`config.mk`:
```
export PLATFORM = sky130hd
export DESIGN_NAME = unidade_controle_multiciclo
export DESIGN_NICKNAME = d
export VERILOG_FILES = /design/src/rtl/unidade_controle_pkg.sv /design/src/rtl/contador_espera.sv /design/src/rtl/unidade_controle_multiciclo.sv
export SDC_FILE = /design/constraint.sdc
export NUM_CORES = 1
export LEC_CHECK = 0
export ABC_CLOCK_PERIOD_IN_PS = 8080
export CAP_MARGIN = 30
export CORE_UTILIZATION = 54
export CTS_BUF_LIST = sky130_fd_sc_hd__clkbuf_8 sky130_fd_sc_hd__clkbuf_16
export DETAILED_ROUTE_END_ITERATION = 8
export GPL_ROUTABILITY_DRIVEN = 0
export HOLD_SLACK_MARGIN = 0.05
export PLACE_DENSITY_LB_ADDON = 0.12
export SYNTH_ARGS = -nofsm -noshare
export SYNTH_HDL_FRONTEND = slang
export SYNTH_HIERARCHICAL = 1
export SYNTH_SLANG_ARGS = --single-unit
```
`constraint.sdc`:
```
create_clock -name Clock -period 8.08 [get_ports Clock]
set_input_delay 1.616 -clock Clock [delete_from_list [all_inputs] [get_ports Clock]]
set_output_delay 1.616 -clock Clock [all_outputs]
set_load 0.01 [all_outputs]
```
`src/rtl/unidade_controle_pkg.sv`:
```
// rtl/unidade_controle_pkg.sv - shared types and codes for the multicycle control unit
package unidade_controle_pkg;

    typedef enum logic [3:0] {
        BUSCA       = 4'd0,
        DECOD       = 4'd1,
        EXEC_ULA    = 4'd2,
        ESCREVE_ULA = 4'd3,
        CALC_END    = 4'd4,
        ACESSO_LER  = 4'd5,
        ESCREVE_MEM = 4'd6,
        ACESSO_ESC  = 4'd7,
        DESVIO      = 4'd8,
        SALTO       = 4'd9,
        PARADO      = 4'd10,
        ERRO        = 4'd11
    } estado_t;

    localparam logic [2:0] OP_ULA_R  = 3'b000;
    localparam logic [2:0] OP_LOAD   = 3'b001;
    localparam logic [2:0] OP_STORE  = 3'b010;
    localparam logic [2:0] OP_BEQZ   = 3'b011;
    localparam logic [2:0] OP_ULA_I  = 3'b100;
    localparam logic [2:0] OP_JUMP   = 3'b101;
    localparam logic [2:0] OP_ULA_R2 = 3'b110;
    localparam logic [2:0] OP_HALT   = 3'b111;

    localparam logic [1:0] ULA_ADD  = 2'b00;
    localparam logic [1:0] ULA_SUB  = 2'b01;
    localparam logic [1:0] ULA_FUNC = 2'b10;
    localparam logic [1:0] ULA_IMM  = 2'b11;

    localparam logic [1:0] FONTE_REG = 2'b00;
    localparam logic [1:0] FONTE_IMM = 2'b01;
    localparam logic [1:0] FONTE_UM  = 2'b10;

    // An instruction retires when it hands control back to fetch, or when it halts.
    function automatic logic retira(input estado_t de, input estado_t para);
        logic fim;
        fim = (de == ESCREVE_ULA) || (de == ESCREVE_MEM) || (de == ACESSO_ESC) ||
              (de == DESVIO) || (de == SALTO);
        return ((para == BUSCA) && fim) || ((para == PARADO) && (de != PARADO));
    endfunction

endpackage

```
`src/rtl/contador_espera.sv`:
```
// rtl/contador_espera.sv - consecutive memory-wait counter with timeout compare
module contador_espera #(
    parameter int ESPERA_MAX = 15
) (
    input  logic clk,
    input  logic rst_n,
    input  logic ativo,
    input  logic pronta,
    input  logic limpa,
    output logic estouro
);

    localparam int CW = (ESPERA_MAX > 0) ? $clog2(ESPERA_MAX + 1) : 1;
    localparam logic [CW-1:0] LIMITE = CW'(ESPERA_MAX);

    logic [CW-1:0] cont;

    // A zero limit disables the timeout entirely; ready in the limit cycle still wins.
    assign estouro = (ESPERA_MAX != 0) && ativo && !pronta && (cont == LIMITE);

    // Count stalled cycles of one access, saturating at the limit, restarting on any completion or state change.
    always_ff @(posedge clk or negedge rst_n) begin
        if (!rst_n) begin
            cont <= '0;
        end else if (!ativo || pronta || limpa) begin
            cont <= '0;
        end else if (cont != LIMITE) begin
            cont <= cont + CW'(1);
        end
    end

endmodule

```
`src/rtl/unidade_controle_multiciclo.sv`:
```
// rtl/unidade_controle_multiciclo.sv - multicycle control unit FSM with memory handshake and timeout
module unidade_controle_multiciclo
    import unidade_controle_pkg::*;
#(
    parameter int OPCODE_W   = 3,
    parameter int ESPERA_MAX = 15,
    parameter int CONT_W     = 16
) (
    input  logic                Clock,
    input  logic                Resetn,
    input  logic [OPCODE_W-1:0] Opcode,
    input  logic                MemPronta,
    output logic [1:0]          ULAOp,
    output logic [1:0]          ULAFonte,
    output logic                Beqz,
    output logic                RegFonte,
    output logic                EscMem,
    output logic                LerMem,
    output logic                SelDest,
    output logic                Ji,
    output logic                EscReg,
    output logic                EscPC,
    output logic                EscIR,
    output logic                IouD,
    output logic                Erro,
    output logic [3:0]          Estado,
    output logic [CONT_W-1:0]   Retiradas
);

    estado_t estado;
    estado_t proximo;
    logic [2:0] op_dec;
    logic [2:0] op_reg;
    logic [OPCODE_W+2:0] op_ext;
    logic em_espera;
    logic estouro;

    // Opcodes wider than the map fold every out-of-range value onto halt.
    assign op_ext = {3'b000, Opcode};
    assign op_dec = (op_ext[OPCODE_W+2:3] != '0) ? OP_HALT : op_ext[2:0];

    assign em_espera = (estado == BUSCA) || (estado == ACESSO_LER) || (estado == ACESSO_ESC);
    assign Estado    = estado;

    contador_espera #(
        .ESPERA_MAX(ESPERA_MAX)
    ) u_espera (
        .clk    (Clock),
        .rst_n  (Resetn),
        .ativo  (em_espera),
        .pronta (MemPronta),
        .limpa  (proximo != estado),
        .estouro(estouro)
    );

    // State register.
    always_ff @(posedge Clock or negedge Resetn) begin
        if (!Resetn) begin
            estado <= BUSCA;
        end else begin
            estado <= proximo;
        end
    end

    // Capture the decoded opcode in DECOD so later states ignore the instruction register.
    always_ff @(posedge Clock or negedge Resetn) begin
        if (!Resetn) begin
            op_reg <= OP_ULA_R;
        end else if (estado == DECOD) begin
            op_reg <= op_dec;
        end
    end

    // Retired-instruction counter, wrapping naturally at its width.
    always_ff @(posedge Clock or negedge Resetn) begin
        if (!Resetn) begin
            Retiradas <= '0;
        end else if (retira(estado, proximo)) begin
            Retiradas <= Retiradas + CONT_W'(1);
        end
    end

    // Next-state logic; DECOD branches on the live opcode, later states on the latched copy.
    always_comb begin
        proximo = estado;
        case (estado)
            BUSCA: begin
                if (MemPronta)    proximo = DECOD;
                else if (estouro) proximo = ERRO;
            end
            DECOD: begin
                case (op_dec)
                    OP_ULA_R, OP_ULA_I, OP_ULA_R2: proximo = EXEC_ULA;
                    OP_LOAD, OP_STORE:             proximo = CALC_END;
                    OP_BEQZ:                       proximo = DESVIO;
                    OP_JUMP:                       proximo = SALTO;
                    default:                       proximo = PARADO;
                endcase
            end
            EXEC_ULA:    proximo = ESCREVE_ULA;
            ESCREVE_ULA: proximo = BUSCA;
            CALC_END:    proximo = (op_reg == OP_STORE) ? ACESSO_ESC : ACESSO_LER;
            ACESSO_LER: begin
                if (MemPronta)    proximo = ESCREVE_MEM;
                else if (estouro) proximo = ERRO;
            end
            ESCREVE_MEM: proximo = BUSCA;
            ACESSO_ESC: begin
                if (MemPronta)    proximo = BUSCA;
                else if (estouro) proximo = ERRO;
            end
            DESVIO:  proximo = BUSCA;
            SALTO:   proximo = BUSCA;
            PARADO:  proximo = PARADO;
            ERRO:    proximo = ERRO;
            default: proximo = BUSCA;
        endcase
    end

    // Output decode; reset gates everything so no enable survives the asynchronous edge.
    always_comb begin
        ULAOp    = ULA_ADD;
        ULAFonte = FONTE_REG;
        Beqz     = 1'b0;
        RegFonte = 1'b0;
        EscMem   = 1'b0;
        LerMem   = 1'b0;
        SelDest  = 1'b0;
        Ji       = 1'b0;
        EscReg   = 1'b0;
        EscPC    = 1'b0;
        EscIR    = 1'b0;
        IouD     = 1'b0;
        Erro     = 1'b0;
        if (Resetn) begin
            case (estado)
                BUSCA: begin
                    LerMem   = 1'b1;
                    ULAFonte = FONTE_UM;
                    EscIR    = MemPronta;
                    EscPC    = MemPronta;
                end
                EXEC_ULA: begin
                    case (op_reg)
                        OP_ULA_I: begin
                            ULAOp    = ULA_IMM;
                            ULAFonte = FONTE_IMM;
                        end
                        OP_ULA_R2: ULAOp = ULA_SUB;
                        default:   ULAOp = ULA_FUNC;
                    endcase
                end
                ESCREVE_ULA: EscReg = 1'b1;
                CALC_END:    ULAFonte = FONTE_IMM;
                ACESSO_LER: begin
                    LerMem = 1'b1;
                    IouD   = 1'b1;
                end
                ESCREVE_MEM: begin
                    EscReg   = 1'b1;
                    RegFonte = 1'b1;
                end
                ACESSO_ESC: begin
                    EscMem  = 1'b1;
                    IouD    = 1'b1;
                    SelDest = 1'b1;
                end
                DESVIO: begin
                    Beqz  = 1'b1;
                    ULAOp = ULA_SUB;
                end
                SALTO: begin
                    Ji    = 1'b1;
                    EscPC = 1'b1;
                end
                ERRO:    Erro = 1'b1;
                default: ;
            endcase
        end
    end

endmodule

```
-- Word level (Yosys, flattened, before mapping)
Cells that the tools add are included.
- add/subtract/negate cells: 2
- equality and inequality tests: 25
- mux-type cells: 35
- reduce and logical (&&, ||, !) cells: 24
- operators by type and width (operator ; count):
    $pmux W4 S8 ; 1
    $eq A4 B4 Y1 const B ; 6
    $mux W4 ; 6
    $mux W1 ; 20
    $add A16 B1 Y16 const B ; 1
    $eq A4 B3 Y1 const B ; 4
    $pmux W4 S4 ; 1
    $eq A3 B3 Y1 const B ; 5
    $eq A3 B2 Y1 const B ; 3
    $logic_or A1 B1 Y1 ; 9
    $eq A4 B2 Y1 const B ; 2
    $logic_not A4 Y1 ; 2
    $ne A4 B4 Y1 const B ; 2
    $pmux W2 S2 ; 2
    $reduce_or A2 Y1 ; 4
    $mux W2 ; 3
    $pmux W2 S3 ; 1
    $add A4 B1 Y4 const B ; 1
    $eq A4 B1 Y1 const B ; 1
    $logic_and A1 B1 Y1 ; 4
    $ne A4 B4 Y1 ; 1
    $eq A3 B1 Y1 const B ; 1
    $logic_not A3 Y1 ; 1
    $reduce_or A3 Y1 ; 1
    3 further kinds ; 4
- register bits after elaboration: 27
- input bits: 6
- output and inout bits: 35
- word-level logic and storage cells: 90

-- Longest topological paths before layout
- depth in word-level cells: 11
- depth in mapped cells: 13
- mapped depth without buffers: 12

-- Modules after synthesis
Netlist, hierarchy kept.
- by module, submodules not included (module ; instances ; cells an instance ; area each (sq um) ; sequential area each (sq um)):
    unidade_controle_multiciclo ; 1 ; 178 ; 1607.8 ; 575.6
    contador_espera ; 1 ; 20 ; 202.7 ; 100.1

-- Least setup slack after synthesis
Ideal clock, no wire load.
- path kind: in2out
- start: input Resetn
- end: output ULAOp[1]
- data arrival time: 2.663 ns
- data required time: 6.464 ns
- setup slack: 3.801 ns
- cell stages on the path: 3
- path through: nand2b_1 > or2_2 > a2111oi_0
- word-level cells in the longest chain between the ends: 1
- ends and longest elaborated chain (item ; RTL line ; text):
    from (decl) ; unidade_controle_multiciclo.sv:10 ; input logic Resetn,
    $mux W2 ; unidade_controle_multiciclo.sv:135 ; if (Resetn) begin
    to (decl) ; unidade_controle_multiciclo.sv:13 ; output logic [1:0] ULAOp,
Every way passes these cells.

-- Worst setup path in the final report
Ends and elaborated chain as after synthesis.

==> results.py <==
metrics = {
    "place": {
        "dp_cells": 272,
        "place.port_buffers": 40,
        "dp_hpwl_um": 2850,
    },
    "critical_path": {
        "reg2reg_depth": 12,
        "critPathRequiredTime_ns": 6.46,
        "endpoint_kind": "output pin",
        "worstSetupPathType": "primary input to output pin",
        "worstSetupStartpointType": "primary input",
        "path_max_fanout": 31,
        "critPathLaunch": "Resetn",
        "arrival_ns": 3.92,
        "rr_startpoint": "Estado[0]",
    },
    "clocking": {
        "cts_hold_buf": 0,
        "cts.path.max_buffers": 2,
        "clkLatencyLatePin_ns": 0.26,
        "h-tree-depth": 1,
        "ctsResizeCount": 0,
        "cts_buffers": 3,
        "cts_tree": "built",
        "root_buffer": "clkbuf_8",
        "cts_setup_buffers": 0,
        "clk_pin_slew_ns": 0.08,
        "clock_sinks": 27,
    },
    "global_routing": {
        "grt_max_degree": 32,
        "track_usage": 0.237,
        "grt_pass1_vias": 1385,
        "grt.met2_usage": 0.386,
        "use_met1": 0.342,
        "antenna_found_initial": 0,
        "gr-total-overflow": 0,
        "grt_pass1_wl_um": 6400,
        "grt.busiest_layer": "met2",
        "use_met3": 0.0390,
    },
    "cells_and_area": {
        "syn2layout_area_growth_pct": 24.1,
        "nNetsFinal": 241,
        "fill_cells": 249,
        "antennaDiodeCount": 0,
        "regMostFlops": "Retiradas",
        "largest_reg_flops": 16,
        "layout-drive-gt1-share": 0.0905,
        "stdcell_count": 276,
    },
    "pwr": {
        "vdd_ir_drop_max_mv": 0.236,
        "swShare": 0.430,
        "pwr-share-clk": 0.117,
        "seq_power_share": 0.374,
        "pwr_density_cell_nw_per_um2": 274,
        "combPwrFrac": 0.509,
        "p_int_uw": 351,
        "switching_power_uw": 264,
        "leakage_nw": 0.940,
    },
    "timing": {
        "slew_viol_final": 0,
        "tightest_slew_ns": 0.683,
        "max_freq_mhz": 181,
        "tns_ns": 0,
        "hold_viol": 0,
        "min_period_ns": 5.54,
        "finClkSkew_ns": 0.00405,
        "fin_crit_sh": 0.685,
        "rsz0062_at_grt": "no",
        "finalSetupViolCount": 0,
        "relSlewSlack": 0.545,
    },
    "synthesis": {
        "yosysTopAreaCell": "dfrtp_1",
        "netlist_top_cells_area": "dfrtp_1, xor2_1, nand2_1",
        "yosys_warnings": 6,
        "synth.distinct_cells": 48,
        "synthCells": 198,
        "synth.net_count": 206,
        "synth-edff-count": 0,
        "syn_area_um2": 1810,
        "synth_ff_type": "dfrtp_1",
        "ys_ff_latch": 27,
        "async_flop_share": 1.00,
        "yosysSeqAreaShare": 0.373,
        "synth.top_cell.area_share": 0.373,
        "synth_area_per_cell_um2": 9.14,
    },
    "min_path": {
        "min_path_type": "flip-flop to flip-flop",
        "hp-start": "Retiradas[15]",
        "min_path_cells": 1,
    },
    "die": {
        "rows": 20,
        "start_util": 0.579,
        "die_w_um": 59.9,
        "core_region_area_um2": 3130,
        "die_area_um2": 3590,
        "die_h_um": 59.9,
        "io_pins": 41,
    },
    "route": {
        "wl_per_cell_um": 14.1,
        "dr.pass1.iters": 4,
        "dr_total_vias": 1582,
        "drc": 0,
        "ant_nets": 0,
        "via_per_inst": 5.73,
        "dr.first_iter.drc_count": 139,
        "wl_um": 3890,
    },
    "status": {
        "status": "complete, no violations",
    },
    "run": {
        "drv_cap": 0,
    },
}
==> layer usage <==
layer / vias to the layer above / share of wire
met5: - / 0
met4: 0 / 0.0046
met3: 2 / 0.047
met2: 45 / 0.48
met1: 763 / 0.47
li1: 772 / -
==> metrics by stage <==
step | total power, mW | setup slack [ns] | hold slack [ns] | util | instance area, um^2
after floorplan | 0.448 | 3.80 | 0.458 | - | 1810
after global placement | 0.533 | 2.61 | 0.465 | 0.704 | 2200
after detailed placement | 0.546 | 2.53 | 0.470 | 0.704 | 2200
after CTS | 0.618 | 2.51 | 0.492 | 0.718 | 2250
after global routing | 0.660 | 2.39 | 0.526 | 0.718 | 2250
final | 0.615 | 2.54 | 0.489 | 0.718 | 2250
==> placed cells by master (no fill, tap or decap), types with 2 or more instances in the layout <==
master	n
and3_1	3
xor2_1	12
o211ai_1	3
and3b_1	2
nor4b_1	3
a2111oi_0	2
or2_2	4
nor3b_1	3
nand2_1	24
dfrtp_1	27
clkbuf_8	3
inv_1	5
nand2b_1	7
nor4b_2	3
nand4b_1	2
nand4_1	4
buf_4	2
nor2_1	20
nor3_1	14
nor2b_1	2
nand3_1	9
clkdlybuf4s50_1	40
a21oi_1	3
xnor2_1	7
mux2i_1	2
ha_1	2
nor4_1	2
and2_1	3
==> power groups by stage <==
stage	clock (mW)	combinational [mW]	sequential, mW
2_1_floorplan	0	0.250	0.199
3_3_place_gp	0	0.304	0.228
3_5_place_dp	0	0.314	0.232
4_1_cts	0.0743	0.315	0.229
5_1_grt	0.0774	0.344	0.239
6_report	0.0719	0.313	0.230
==> worst paths after layout <==
check	to	slack, ns
worst min-delay path	Retiradas[15]	0.49
worst max register to register	u_espera/cont[3]	4.39
max in group asynchronous	Retiradas[1]	6.06
worst min register to register	Retiradas[15]	0.49
worst max-delay path	ULAOp[1]	2.54
min in group asynchronous	op_reg[1]	1.74
==> critical path, stage by stage <==
cell and delay [ns]:
clkdlybuf4s50_1 0.46, buf_4 0.35, nand2b_1 0.15, or2_2 0.34, a2111oi_0 0.40, clkdlybuf4s50_1 0.61
==> kinds of logic after synthesis <==
kind of cell,Yosys count,synth area share
AOI/OAI and AO/OA,17,0.0767
adders and majority gates,2,0.0138
and+or+nand+nor,112,0.358
muxes,4,0.0256
xor gates and xnor gates,20,0.101
DFF,27,0.373
buffers and inverters,16,0.0518
==> area by class of cell <==
cell class | instances | area, um^2 | share of cell area
Timing Repair Buffer | 42 | 415 | 0.185
Sequential cell | 27 | 676 | 0.301
Tap cell | 44 | 55.1 | 0.0245
Inverter | 4 | 15.0 | 0.00668
Clock buffer | 3 | 41.3 | 0.0184
Multi-Input combinational cell | 155 | 1040 | 0.463
Clock inverter | 1 | 3.75 | 0.00167
==> synthesized netlist by cell type, drive strengths merged, types with 7 or more instances <==
cell type,count
nor3,14
xor2,12
nand3,9
xnor2,8
dfrtp,27
nand2,24
buf,9
nand2b,7
nor4b,7
nor2,20
No activity file was read; power rests on OpenSTA's default activity.
